## src/rtl/calcn_pkg.sv

```systemverilog
// Shared encodings, state/op types and command decode helpers for the calcn_core calculator.
package calcn_pkg;

    localparam logic [3:0] CMD_NOP = 4'd0;
    localparam logic [3:0] CMD_ADD = 4'd1;
    localparam logic [3:0] CMD_SUB = 4'd2;
    localparam logic [3:0] CMD_SHL = 4'd5;
    localparam logic [3:0] CMD_SHR = 4'd6;

    localparam logic [1:0] RESP_NONE = 2'd0;
    localparam logic [1:0] RESP_OK   = 2'd1;
    localparam logic [1:0] RESP_ERR  = 2'd2;
    localparam logic [1:0] RESP_SAT  = 2'd3;

    typedef enum logic [1:0] {
        ST_IDLE  = 2'd0,
        ST_OPND2 = 2'd1,
        ST_PEND  = 2'd2,
        ST_WAIT  = 2'd3
    } port_state_t;

    typedef enum logic [1:0] {
        OP_ADD = 2'd0,
        OP_SUB = 2'd1,
        OP_SHL = 2'd2,
        OP_SHR = 2'd3
    } alu_op_t;

    function automatic logic cmd_is_valid(input logic [3:0] cmd);
        case (cmd)
            CMD_ADD, CMD_SUB, CMD_SHL, CMD_SHR: return 1'b1;
            default:                            return 1'b0;
        endcase
    endfunction

    function automatic alu_op_t cmd_to_op(input logic [3:0] cmd);
        case (cmd)
            CMD_SUB: return OP_SUB;
            CMD_SHL: return OP_SHL;
            CMD_SHR: return OP_SHR;
            default: return OP_ADD;
        endcase
    endfunction

endpackage

```

## src/rtl/calcn_if.sv

```systemverilog
// Request/response bundle between the NUM_PORTS clients and calcn_core.
interface calcn_if #(
    parameter int NUM_PORTS = 4,
    parameter int DATA_W    = 32
);
    logic [NUM_PORTS*4-1:0]      req_cmd_in;
    logic [NUM_PORTS*DATA_W-1:0] req_data_in;
    logic [NUM_PORTS-1:0]        req_busy;
    logic [NUM_PORTS*2-1:0]      out_resp;
    logic [NUM_PORTS*DATA_W-1:0] out_data;

    modport master (
        output req_cmd_in,
        output req_data_in,
        input  req_busy,
        input  out_resp,
        input  out_data
    );

    modport slave (
        input  req_cmd_in,
        input  req_data_in,
        output req_busy,
        output out_resp,
        output out_data
    );
endinterface

```

## src/rtl/calcn_port_ctrl.sv

```systemverilog
// Per-port command FSM: captures op/operands, raises busy while queued or in flight,
// and muxes either the tagged ALU result or an invalid-command error onto the port.
module calcn_port_ctrl
    import calcn_pkg::*;
#(
    parameter int DATA_W = 32
) (
    input  logic              clk,
    input  logic              rst_n,
    input  logic [3:0]        cmd,
    input  logic [DATA_W-1:0] data,
    input  logic              gnt,
    input  logic              s2_hit,
    input  logic [1:0]        s2_resp,
    input  logic [DATA_W-1:0] s2_data,
    output logic              pend,
    output logic              busy,
    output alu_op_t           op,
    output logic [DATA_W-1:0] opa,
    output logic [DATA_W-1:0] opb,
    output logic [1:0]        resp,
    output logic [DATA_W-1:0] rdata
);

    port_state_t       state_r;
    port_state_t       state_s;
    alu_op_t           op_r;
    logic [DATA_W-1:0] opa_r;
    logic [DATA_W-1:0] opb_r;
    logic              inv_err_r;

    // State register, operand capture and one-shot invalid-command flag.
    always_ff @(posedge clk or negedge rst_n) begin
        if (!rst_n) begin
            state_r   <= ST_IDLE;
            op_r      <= OP_ADD;
            opa_r     <= '0;
            opb_r     <= '0;
            inv_err_r <= 1'b0;
        end else begin
            state_r   <= state_s;
            inv_err_r <= (state_r == ST_IDLE) && (cmd != CMD_NOP) && !cmd_is_valid(cmd);
            if ((state_r == ST_IDLE) && cmd_is_valid(cmd)) begin
                op_r  <= cmd_to_op(cmd);
                opa_r <= data;
            end
            if (state_r == ST_OPND2) begin
                opb_r <= data;
            end
        end
    end

    // Next-state logic; cmd is only looked at in IDLE, so busy ports drop commands.
    always_comb begin
        state_s = state_r;
        case (state_r)
            ST_IDLE: begin
                if (cmd_is_valid(cmd)) state_s = ST_OPND2;
                else                   state_s = ST_IDLE;
            end
            ST_OPND2: state_s = ST_PEND;
            ST_PEND: begin
                if (gnt) state_s = ST_WAIT;
                else     state_s = ST_PEND;
            end
            ST_WAIT: begin
                if (s2_hit) state_s = ST_IDLE;
                else        state_s = ST_WAIT;
            end
            default: state_s = ST_IDLE;
        endcase
    end

    // Response mux; the two sources are mutually exclusive by construction.
    always_comb begin
        resp  = RESP_NONE;
        rdata = '0;
        if ((state_r == ST_WAIT) && s2_hit) begin
            resp  = s2_resp;
            rdata = s2_data;
        end else if (inv_err_r) begin
            resp  = RESP_ERR;
            rdata = '0;
        end else begin
            resp  = RESP_NONE;
            rdata = '0;
        end
    end

    assign pend = (state_r == ST_PEND);
    assign busy = (state_r == ST_PEND) || (state_r == ST_WAIT);
    assign op   = op_r;
    assign opa  = opa_r;
    assign opb  = opb_r;

endmodule

```

## src/rtl/calcn_core.sv

```systemverilog
// NUM_PORTS request ports sharing a two-stage ALU through a round-robin arbiter.
// Optional macro CALCN_SAT_EN turns add overflow / sub underflow into saturated responses.
module calcn_core
    import calcn_pkg::*;
#(
    parameter int NUM_PORTS = 4,
    parameter int DATA_W    = 32
) (
    input  logic    c_clk,
    input  logic    reset_n,
    calcn_if.slave  bus
);

    localparam int PTR_W = (NUM_PORTS > 1) ? $clog2(NUM_PORTS) : 1;
    localparam int SH_W  = $clog2(DATA_W);

    logic [NUM_PORTS-1:0] pend_s;
    logic [NUM_PORTS-1:0] busy_s;
    logic [NUM_PORTS-1:0] gnt_s;
    alu_op_t              op_s    [NUM_PORTS];
    logic [DATA_W-1:0]    opa_s   [NUM_PORTS];
    logic [DATA_W-1:0]    opb_s   [NUM_PORTS];
    logic [1:0]           resp_s  [NUM_PORTS];
    logic [DATA_W-1:0]    rdata_s [NUM_PORTS];

    logic [PTR_W-1:0]  ptr_r;
    logic [PTR_W-1:0]  gnt_idx_s;
    logic              gnt_valid_s;

    logic              s1_valid_r;
    logic [PTR_W-1:0]  s1_port_r;
    alu_op_t           s1_op_r;
    logic [DATA_W-1:0] s1_a_r;
    logic [DATA_W-1:0] s1_b_r;

    logic              s2_valid_r;
    logic [PTR_W-1:0]  s2_port_r;
    logic [1:0]        s2_resp_r;
    logic [DATA_W-1:0] s2_data_r;

    logic [DATA_W:0]   sum_s;
    logic [1:0]        alu_resp_s;
    logic [DATA_W-1:0] alu_data_s;

    for (genvar p = 0; p < NUM_PORTS; p++) begin : g_port
        calcn_port_ctrl #(.DATA_W(DATA_W)) u_port (
            .clk     (c_clk),
            .rst_n   (reset_n),
            .cmd     (bus.req_cmd_in[4*p +: 4]),
            .data    (bus.req_data_in[DATA_W*p +: DATA_W]),
            .gnt     (gnt_s[p]),
            .s2_hit  (s2_valid_r && (s2_port_r == PTR_W'(p))),
            .s2_resp (s2_resp_r),
            .s2_data (s2_data_r),
            .pend    (pend_s[p]),
            .busy    (busy_s[p]),
            .op      (op_s[p]),
            .opa     (opa_s[p]),
            .opb     (opb_s[p]),
            .resp    (resp_s[p]),
            .rdata   (rdata_s[p])
        );
    end

    // Round-robin search over pending ports starting at the pointer.
    always_comb begin
        int idx_v;
        idx_v       = 0;
        gnt_valid_s = 1'b0;
        gnt_idx_s   = ptr_r;
        gnt_s       = '0;
        for (int i = 0; i < NUM_PORTS; i++) begin
            idx_v = (int'(ptr_r) + i) % NUM_PORTS;
            if (!gnt_valid_s && pend_s[PTR_W'(idx_v)]) begin
                gnt_valid_s = 1'b1;
                gnt_idx_s   = PTR_W'(idx_v);
            end else begin
                gnt_valid_s = gnt_valid_s;
            end
        end
        if (gnt_valid_s) gnt_s[gnt_idx_s] = 1'b1;
        else             gnt_s = '0;
    end

    // Arbiter pointer and ALU stage 1 (operand/tag capture on grant).
    always_ff @(posedge c_clk or negedge reset_n) begin
        if (!reset_n) begin
            ptr_r      <= '0;
            s1_valid_r <= 1'b0;
            s1_port_r  <= '0;
            s1_op_r    <= OP_ADD;
            s1_a_r     <= '0;
            s1_b_r     <= '0;
        end else begin
            s1_valid_r <= gnt_valid_s;
            if (gnt_valid_s) begin
                ptr_r     <= (gnt_idx_s == PTR_W'(NUM_PORTS - 1)) ? '0 : gnt_idx_s + PTR_W'(1);
                s1_port_r <= gnt_idx_s;
                s1_op_r   <= op_s[gnt_idx_s];
                s1_a_r    <= opa_s[gnt_idx_s];
                s1_b_r    <= opb_s[gnt_idx_s];
            end
        end
    end

    // ALU datapath; shift amount uses only the low log2(DATA_W) bits of operand 2.
    always_comb begin
        sum_s      = {1'b0, s1_a_r} + {1'b0, s1_b_r};
        alu_resp_s = RESP_OK;
        alu_data_s = '0;
        case (s1_op_r)
            OP_ADD: begin
                if (sum_s[DATA_W]) begin
`ifdef CALCN_SAT_EN
                    alu_resp_s = RESP_SAT;
                    alu_data_s = '1;
`else
                    alu_resp_s = RESP_ERR;
                    alu_data_s = '0;
`endif
                end else begin
                    alu_data_s = sum_s[DATA_W-1:0];
                end
            end
            OP_SUB: begin
                if (s1_a_r < s1_b_r) begin
`ifdef CALCN_SAT_EN
                    alu_resp_s = RESP_SAT;
`else
                    alu_resp_s = RESP_ERR;
`endif
                    alu_data_s = '0;
                end else begin
                    alu_data_s = s1_a_r - s1_b_r;
                end
            end
            OP_SHL:  alu_data_s = s1_a_r << s1_b_r[SH_W-1:0];
            OP_SHR:  alu_data_s = s1_a_r >> s1_b_r[SH_W-1:0];
            default: alu_resp_s = RESP_ERR;
        endcase
    end

    // ALU stage 2: result, response code and destination tag.
    always_ff @(posedge c_clk or negedge reset_n) begin
        if (!reset_n) begin
            s2_valid_r <= 1'b0;
            s2_port_r  <= '0;
            s2_resp_r  <= RESP_NONE;
            s2_data_r  <= '0;
        end else begin
            s2_valid_r <= s1_valid_r;
            s2_port_r  <= s1_port_r;
            s2_resp_r  <= s1_valid_r ? alu_resp_s : RESP_NONE;
            s2_data_r  <= s1_valid_r ? alu_data_s : '0;
        end
    end

    // Pack per-port outputs onto the bus vectors.
    always_comb begin
        bus.req_busy = '0;
        bus.out_resp = '0;
        bus.out_data = '0;
        for (int p = 0; p < NUM_PORTS; p++) begin
            bus.req_busy[p]                  = busy_s[p];
            bus.out_resp[2*p +: 2]           = resp_s[p];
            bus.out_data[DATA_W*p +: DATA_W] = rdata_s[p];
        end
    end

endmodule

```

## src/flat_wrapper.sv

```systemverilog
// flat-port wrapper written by rule: the top's interface ports become plain ports
module calcn_core_flat import calcn_pkg::*;
#(
    parameter int NUM_PORTS = 4,
    parameter int DATA_W    = 32
)
  (c_clk, reset_n, bus_req_cmd_in, bus_req_data_in, bus_req_busy, bus_out_resp, bus_out_data);
  calcn_if #(.NUM_PORTS(NUM_PORTS), .DATA_W(DATA_W)) bus_i ();
  input  logic c_clk;
  input  logic reset_n;
  input wire logic [$bits(bus_i.req_cmd_in)-1:0] bus_req_cmd_in;
  input wire logic [$bits(bus_i.req_data_in)-1:0] bus_req_data_in;
  output wire logic [$bits(bus_i.req_busy)-1:0] bus_req_busy;
  output wire logic [$bits(bus_i.out_resp)-1:0] bus_out_resp;
  output wire logic [$bits(bus_i.out_data)-1:0] bus_out_data;
  assign bus_i.req_cmd_in = bus_req_cmd_in;
  assign bus_i.req_data_in = bus_req_data_in;
  assign bus_req_busy = bus_i.req_busy;
  assign bus_out_resp = bus_i.out_resp;
  assign bus_out_data = bus_i.out_data;
  calcn_core #(.NUM_PORTS(NUM_PORTS), .DATA_W(DATA_W)) u_core (.c_clk(c_clk), .reset_n(reset_n), .bus(bus_i));
endmodule
```

## config.mk

```make
export PLATFORM = sky130hd
export DESIGN_NAME = calcn_core_flat
export DESIGN_NICKNAME = d
export VERILOG_FILES = /design/src/rtl/calcn_pkg.sv /design/src/rtl/calcn_if.sv /design/src/rtl/calcn_port_ctrl.sv /design/src/rtl/calcn_core.sv /design/src/flat_wrapper.sv
export SDC_FILE = /design/constraint.sdc
export NUM_CORES = 1
export LEC_CHECK = 0
export BUFFER_PORTS_ARGS = -buffer_cell sky130_fd_sc_hd__buf_2
export CORE_MARGIN = 2
export CORE_UTILIZATION = 58
export CTS_CLUSTER_DIAMETER = 100
export DETAILED_ROUTE_END_ITERATION = 8
export PLACE_DENSITY = 0.84
export SLEW_MARGIN = 20
export SYNTH_ARGS = -nofsm -noshare
export SYNTH_HDL_FRONTEND = slang
export SYNTH_SLANG_ARGS = --single-unit
```

## constraint.sdc

```tcl
create_clock -name c_clk -period 5.55 [get_ports c_clk]
set_clock_uncertainty 0.15 [all_clocks]
set_input_delay 1.11 -clock c_clk [delete_from_list [all_inputs] [get_ports c_clk]]
set_output_delay 1.11 -clock c_clk [all_outputs]
set_load 0.05 [all_outputs]
```

* Word-level counts from Yosys, hierarchy flattened
Cells that the tools add are included.
Cells by class: shift-type cells 2, add/subtract/negate cells 6, equal/unequal tests 35, muxes and demuxes 80, bitwise logic cells 1, $lt $le $gt $ge 8, reduce and logical (&&, ||, !) cells 49
Operators with widths (count):
- two-way mux 32 bit | 11
- binary-select mux 32 bit (select 2 bit) | 2
- one-hot mux 32 bit (4 select lines) | 1
- two-way mux 2 bit | 21
- adder 32 x 32 -> 33 bit | 1
- == test 4 x 3 -> 1 bit, second input constant | 8
- less-than comparator 32 bit | 1
- one-hot mux 2 bit (4 select lines) | 4
- << shifter 32 x 5 -> 32 bit | 1
- right shift 32 x 5 -> 32 bit | 1
- subtractor 32 bit | 1
- two-way mux 1 bit | 29
- == test 2 bit, second input constant | 13
- logical AND 1 bit | 24
- one-hot mux 2 bit (3 select lines) | 4
- == test 4 x 1 -> 1 bit, second input constant | 4
- == test 4 x 2 -> 1 bit, second input constant | 4
- less-than comparator 2 x 4 -> 1 bit, second input constant | 4
- nonzero test 4 bit | 4
- OR reduction 4 bit | 4
- == test 2 x 1 -> 1 bit, second input constant | 6
- logical NOT 2 bit | 6
- binary-select mux 1 bit (select 2 bit) | 4
- logical NOT 1 bit | 7
- other kinds (11) | 16
Storage, ports and cells: output and inout bits 140, flip-flop bits (word level) 384, input bits 146

* Depth between registers and ports, before layout
depth after elaboration 21, mapped depth 16

* Cells and area by module
A second synthesis with hierarchy kept.
Second synthesis, totals: cell total of the unflattened synthesis 2676, area total of the unflattened synthesis 24910.1 µm²
Modules (own cells, without submodules):
- calcn_core | area an instance 12995.0 µm², instances 1, cells each 1880
- calcn_port_ctrl at u_core.g_port[1].u_port ... | area an instance 2977.9 µm², instances 3, cells each 199
- calcn_port_ctrl at u_core.g_port[0].u_port | area an instance 2981.6 µm², instances 1, cells each 199

* Worst setup path after synthesis
OpenSTA, ideal clock, no wires.
kind reg2reg, start point reg u_core.s1_b_r[2], end point reg u_core.s2_data_r[5], buffers on the path 5, arrival 3690 ps, library setup time 147 ps, slack 1564 ps, cell stages (with the launch flop) 17, path through dfrtp_1 > inv_1 > clkbuf_1 > buf_2 > clkbuf_1 > ha_1 > buf_2 > o21bai_1 > a211oi_1 > o22a_1 > or4_4 > a31oi_2 > o22ai_2 > o221a_1 > o21ai_4 > buf_6 > a221oi_1
Between the ends: word-level cells in the longest chain between the ends 4
RTL lines:
- from (decl) | RTL line calcn_core.sv:34 | logic [DATA_W-1:0] s1_b_r;
- from (signal assigned) | RTL line calcn_core.sv:101 | s1_b_r <= opb_s[gnt_idx_s];
- subtractor 32 bit (tied with other cells) | RTL line calcn_core.sv:134 | alu_data_s = s1_a_r - s1_b_r;
- two-way mux 32 bit (on tied branches) | RTL line calcn_core.sv:126, calcn_core.sv:113
- one-hot mux 32 bit (4 select lines) * | RTL line calcn_core.sv:111 | case (s1_op_r)
- two-way mux 32 bit * | RTL line calcn_core.sv:154 | s2_data_r <= s1_valid_r ? alu_data_s : '0;
- to (signal assigned) | RTL line calcn_core.sv:154
- to (decl) | RTL line calcn_core.sv:39 | logic [DATA_W-1:0] s2_data_r;
Mark *: on every way between the ends. The rest lies on a longest branch, timed or not. A chain may end at the register's enable or synchronous reset.

* Worst setup path in the final report
start point reg u_core.s1_b_r[0], end point reg u_core.s2_data_r[5]
Same word-level chain as after synthesis.

==> run_summary.xml <==
<?xml version="1.0" encoding="UTF-8"?>
<metrics>
  <group name="layout">
    <metric name="fillers" unit="">2980</metric>
    <metric name="post_route_cells_drive_above_1_share" unit="">0.351</metric>
    <metric name="multiInputGateArea" unit="sq mm">0.0134</metric>
    <metric name="flip_flop_and_latch_area" unit="sq mm">0.00961</metric>
    <metric name="final_core_utilization" unit="">0.663</metric>
    <metric name="fin_nets" unit="">2586</metric>
    <metric name="area.growth.synth_to_final" unit="%">12.7</metric>
    <metric name="final_design_area_no_fill" unit="sq mm">0.0271</metric>
  </group>
  <group name="logic_synthesis">
    <metric name="synth-edff-count" unit="">0</metric>
    <metric name="synth_fp_nets" unit="">2392</metric>
    <metric name="seq_area_frac_synth" unit="">0.400</metric>
    <metric name="synth.area.top_cells" unit="">sky130_fd_sc_hd__dfrtp_1, sky130_fd_sc_hd__mux2_2, sky130_fd_sc_hd__mux4_2, sky130_fd_sc_hd__ha_1, sky130_fd_sc_hd__and2_1</metric>
    <metric name="yosys_register_bits" unit="">384</metric>
    <metric name="ys_warn_count" unit="">0</metric>
    <metric name="share_of_synthesized_registers_carrying_an_async_set_or_reset" unit="">1.00</metric>
    <metric name="netlist-cell-type-count" unit="">76</metric>
    <metric name="yosys.cell_count.top_type" unit="">sky130_fd_sc_hd__dfrtp_1</metric>
    <metric name="synth_top_cells_by_count" unit="">sky130_fd_sc_hd__dfrtp_1, sky130_fd_sc_hd__mux2_2, sky130_fd_sc_hd__nor2_1</metric>
    <metric name="syn-cell-area" unit="sq mm">0.0240</metric>
    <metric name="synth_cells" unit="">2174</metric>
    <metric name="syn_avg_cell_area" unit="sq um">11.0</metric>
    <metric name="synth_area_leader_cell" unit="">sky130_fd_sc_hd__dfrtp_1</metric>
    <metric name="postSynth.topFlopCell" unit="">sky130_fd_sc_hd__dfrtp_1</metric>
    <metric name="post-synth-top-area-fraction" unit="">0.400</metric>
  </group>
  <group name="cts">
    <metric name="holdBufCountCts" unit="">0</metric>
    <metric name="clock_tree.buffer_depth" unit="">3</metric>
    <metric name="cts_tree" unit="">yes</metric>
    <metric name="ctsRootBufferMaster" unit="">sky130_fd_sc_hd__clkbuf_16</metric>
    <metric name="ctsHtreeMaxLevel" unit="">2</metric>
    <metric name="worstSkewPairLatency" unit="ns">0.58</metric>
    <metric name="postCtsSetupBuffers" unit="">0</metric>
    <metric name="cts_sinks" unit="">384</metric>
    <metric name="clk_pin_slew" unit="ns">0.06</metric>
    <metric name="cts_made_buffers" unit="">40</metric>
    <metric name="post_cts.resized_instances" unit="">0</metric>
  </group>
  <group name="floorplan">
    <metric name="die_width" unit="microns">207</metric>
    <metric name="top_level_ports" unit="">286</metric>
    <metric name="initial_core_utilization" unit="">0.588</metric>
    <metric name="core_area" unit="sq mm">0.0408</metric>
    <metric name="die_area" unit="sq mm">0.0430</metric>
    <metric name="rows" unit="">74</metric>
    <metric name="die_y_extent" unit="microns">207</metric>
  </group>
  <group name="setup_path">
    <metric name="critical_path.endpoint_type" unit="">flip-flop</metric>
    <metric name="crit_path_max_fanout" unit="">19</metric>
    <metric name="critical_path_startpoint" unit="">u_core.s1_b_r[0]$_DFFE_PN0N_</metric>
    <metric name="path_type_of_the_worst_setup_path" unit="">flip-flop to flip-flop</metric>
    <metric name="timing.critical_path.required" unit="ns">5.80</metric>
    <metric name="crit-reg2reg-launch" unit="">u_core.s1_b_r[0]$_DFFE_PN0N_</metric>
    <metric name="r2r_setup_slack" unit="ns">1.25</metric>
    <metric name="r2r-end" unit="">u_core.s2_data_r[5]$_DFF_PN0_</metric>
    <metric name="worst_setup_path_start_kind" unit="">flip-flop</metric>
    <metric name="critPathArrivalTime" unit="ns">4.55</metric>
    <metric name="timing.reg2reg.worst_path_depth" unit="">13</metric>
  </group>
  <group name="detailed_routing">
    <metric name="ant_nets" unit="">0</metric>
    <metric name="drt-wirelength-per-cell" unit="microns">25.7</metric>
    <metric name="drt_drc_violations_left" unit="">0</metric>
    <metric name="drtPass1Iterations" unit="">5</metric>
    <metric name="num_vias" unit="">19400</metric>
    <metric name="totalWireLength" unit="microns">75400</metric>
    <metric name="routed_via_density" unit="">6.62</metric>
    <metric name="initialDrtViolationCount" unit="">2225</metric>
  </group>
  <group name="global_route">
    <metric name="via_count_of_the_first_global_routing_pass" unit="">19400</metric>
    <metric name="initial_antenna_violation_count" unit="">2</metric>
    <metric name="grt_pass1_wl" unit="microns">116000</metric>
    <metric name="pin_count_of_the_biggest_net_entering_global_routing" unit="">142</metric>
    <metric name="grt.total_usage" unit="">0.348</metric>
    <metric name="grt-ovfl-total" unit="">0</metric>
  </group>
  <group name="timing">
    <metric name="timing.final.max_slew_violations" unit="">0</metric>
    <metric name="fmax" unit="GHz">0.233</metric>
    <metric name="setup_viol" unit="">0</metric>
    <metric name="final-hold-violation-count" unit="">0</metric>
    <metric name="max_slew.worst_pin.slew" unit="ns">1.11</metric>
    <metric name="totalNegativeSetupSlack" unit="ns">0</metric>
    <metric name="slew_headroom" unit="">0.240</metric>
    <metric name="finalWorstSetupSlack" unit="ns">1.25</metric>
    <metric name="post-route-period-util" unit="">0.774</metric>
    <metric name="rsz0062_at_grt" unit="">false</metric>
    <metric name="finalWorstPathRequiredPeriod" unit="ns">4.30</metric>
  </group>
  <group name="placement">
    <metric name="weighted_congestion_at_the_end_of_routability_driven_global_placement" unit="">0.992</metric>
    <metric name="buffer_ports.inserted" unit="">285</metric>
    <metric name="sum_of_net_half_perimeters_after_detailed_placement" unit="microns">54500</metric>
    <metric name="post_dp_cell_area" unit="sq mm">0.0257</metric>
    <metric name="placement.setup.worst_slack" unit="ns">1.34</metric>
  </group>
  <group name="flow_run">
    <metric name="max_cap_viol_count" unit="">0</metric>
  </group>
  <group name="hold_path">
    <metric name="min_to" unit="">u_core.s2_port_r[0]$_DFF_PN0_</metric>
    <metric name="hold-path-cell-count" unit="">0</metric>
    <metric name="class_of_the_tightest_hold_or_removal_check" unit="">flip-flop to flip-flop</metric>
    <metric name="hold_start" unit="">u_core.s1_port_r[0]$_DFFE_PN0N_</metric>
  </group>
  <group name="run_status">
    <metric name="status" unit="">completed</metric>
  </group>
</metrics>
metrics by stage:
step / hold slack (ns) / instances
6_report: 0.230 / 2931
5_1_grt: 0.244 / 2931
4_1_cts: 0.236 / 2930
3_5_place_dp: 0.222 / 2858
3_3_place_gp: 0.209 / 2858
2_1_floorplan: 0.204 / 2174
layer usage:
metal	global-route usage	vias up	share of wire
li1	-	8362	-
met1	0.481	9731	0.40
met2	0.556	1122	0.47
met3	0.0697	179	0.096
met4	0.117	2	0.032
met5	0	-	0.00017
worst max path at each step:
stage / endpoint / cells after the start
detailed placement: u_core.s2_data_r[5]$_DFF_PN0_ / 13
global placement: u_core.s2_data_r[5]$_DFF_PN0_ / 13
global route: u_core.s2_data_r[5]$_DFF_PN0_ / 11
finish: u_core.s2_data_r[5]$_DFF_PN0_ / 13
floorplan: u_core.s2_data_r[5]$_DFF_PN0_ / 16
CTS: u_core.s2_data_r[5]$_DFF_PN0_ / 13
flip-flops by register name (all words and copies together) (netlist names):
name / cells
u_core.s1_port_r: 2
u_core.s2_data_r: 32
u_core.s2_valid_r: 1
u_core.g_port.u_port.inv_err_r: 4
u_core.g_port.u_port.state_r: 8
u_core.s2_port_r: 2
u_core.s2_resp_r: 2
u_core.g_port.u_port.opa: 128
u_core.s1_valid_r: 1
u_core.g_port.u_port.opb: 128
u_core.s1_b_r: 32
u_core.s1_op_r: 2
u_core.ptr_r: 2
u_core.g_port.u_port.op: 8
u_core.s1_a_r: 32
cells in the final DEF, fill, tap and decap left out, types with 14 or more instances in the layout:
cell type	instances
sky130_fd_sc_hd__buf_4	27
sky130_fd_sc_hd__a211oi_1	30
sky130_fd_sc_hd__nor2_1	150
sky130_fd_sc_hd__a21oi_1	109
sky130_fd_sc_hd__o31ai_1	14
sky130_fd_sc_hd__xnor2_1	35
sky130_fd_sc_hd__nor3_1	28
sky130_fd_sc_hd__mux4_2	123
sky130_fd_sc_hd__and3_1	40
sky130_fd_sc_hd__dfrtp_1	382
sky130_fd_sc_hd__a221oi_1	21
sky130_fd_sc_hd__nand2_1	124
sky130_fd_sc_hd__ha_1	70
sky130_fd_sc_hd__o21ai_0	105
sky130_fd_sc_hd__buf_2	284
sky130_fd_sc_hd__mux2_2	305
sky130_fd_sc_hd__mux2i_1	34
sky130_fd_sc_hd__inv_1	69
sky130_fd_sc_hd__and2_1	103
sky130_fd_sc_hd__o22ai_1	15
sky130_fd_sc_hd__nor2b_1	17
sky130_fd_sc_hd__nand3_1	24
sky130_fd_sc_hd__clkbuf_16	40
cell type report:
type,instances,area share
timing repair buffer,316,0.0635
inverter,74,0.0104
antenna,1,0.0000925
tap,532,0.0246
sequential,384,0.355
multi-input combinational,1552,0.495
clock buffer,50,0.0406
clock inverter,22,0.0104
worst max-delay path, stage by stage, from the launching register on:
cell	delay, ns
sky130_fd_sc_hd__dfrtp_4	0.57
sky130_fd_sc_hd__ha_1	0.22
sky130_fd_sc_hd__inv_1	0.07
sky130_fd_sc_hd__fa_1	0.46
sky130_fd_sc_hd__o21bai_1	0.22
sky130_fd_sc_hd__a211oi_1	0.17
sky130_fd_sc_hd__o22a_1	0.24
sky130_fd_sc_hd__or4_4	0.46
sky130_fd_sc_hd__a31oi_2	0.20
sky130_fd_sc_hd__o22ai_2	0.14
sky130_fd_sc_hd__o221a_1	0.35
sky130_fd_sc_hd__o21ai_4	0.49
sky130_fd_sc_hd__buf_4	0.31
sky130_fd_sc_hd__a221oi_1	0.09
logic make-up (layout without fill, tap and decap cells):
logic type | Yosys count | count (layout) | synth area share
DFF | 384 | 384 | 0.400
other | 0 | 1 | 0
and+or+nand+nor | 546 | 546 | 0.112
muxes | 462 | 462 | 0.273
buffers and inverters | 238 | 462 | 0.0432
xor gates and xnor gates | 47 | 47 | 0.0172
AOI/OAI and AO/OA | 425 | 425 | 0.116
adders and majority gates | 72 | 72 | 0.0382
Power is left out: the tool's default activity adds up to more than one toggle a clock period on the data nets, which glitch-free logic cannot reach.
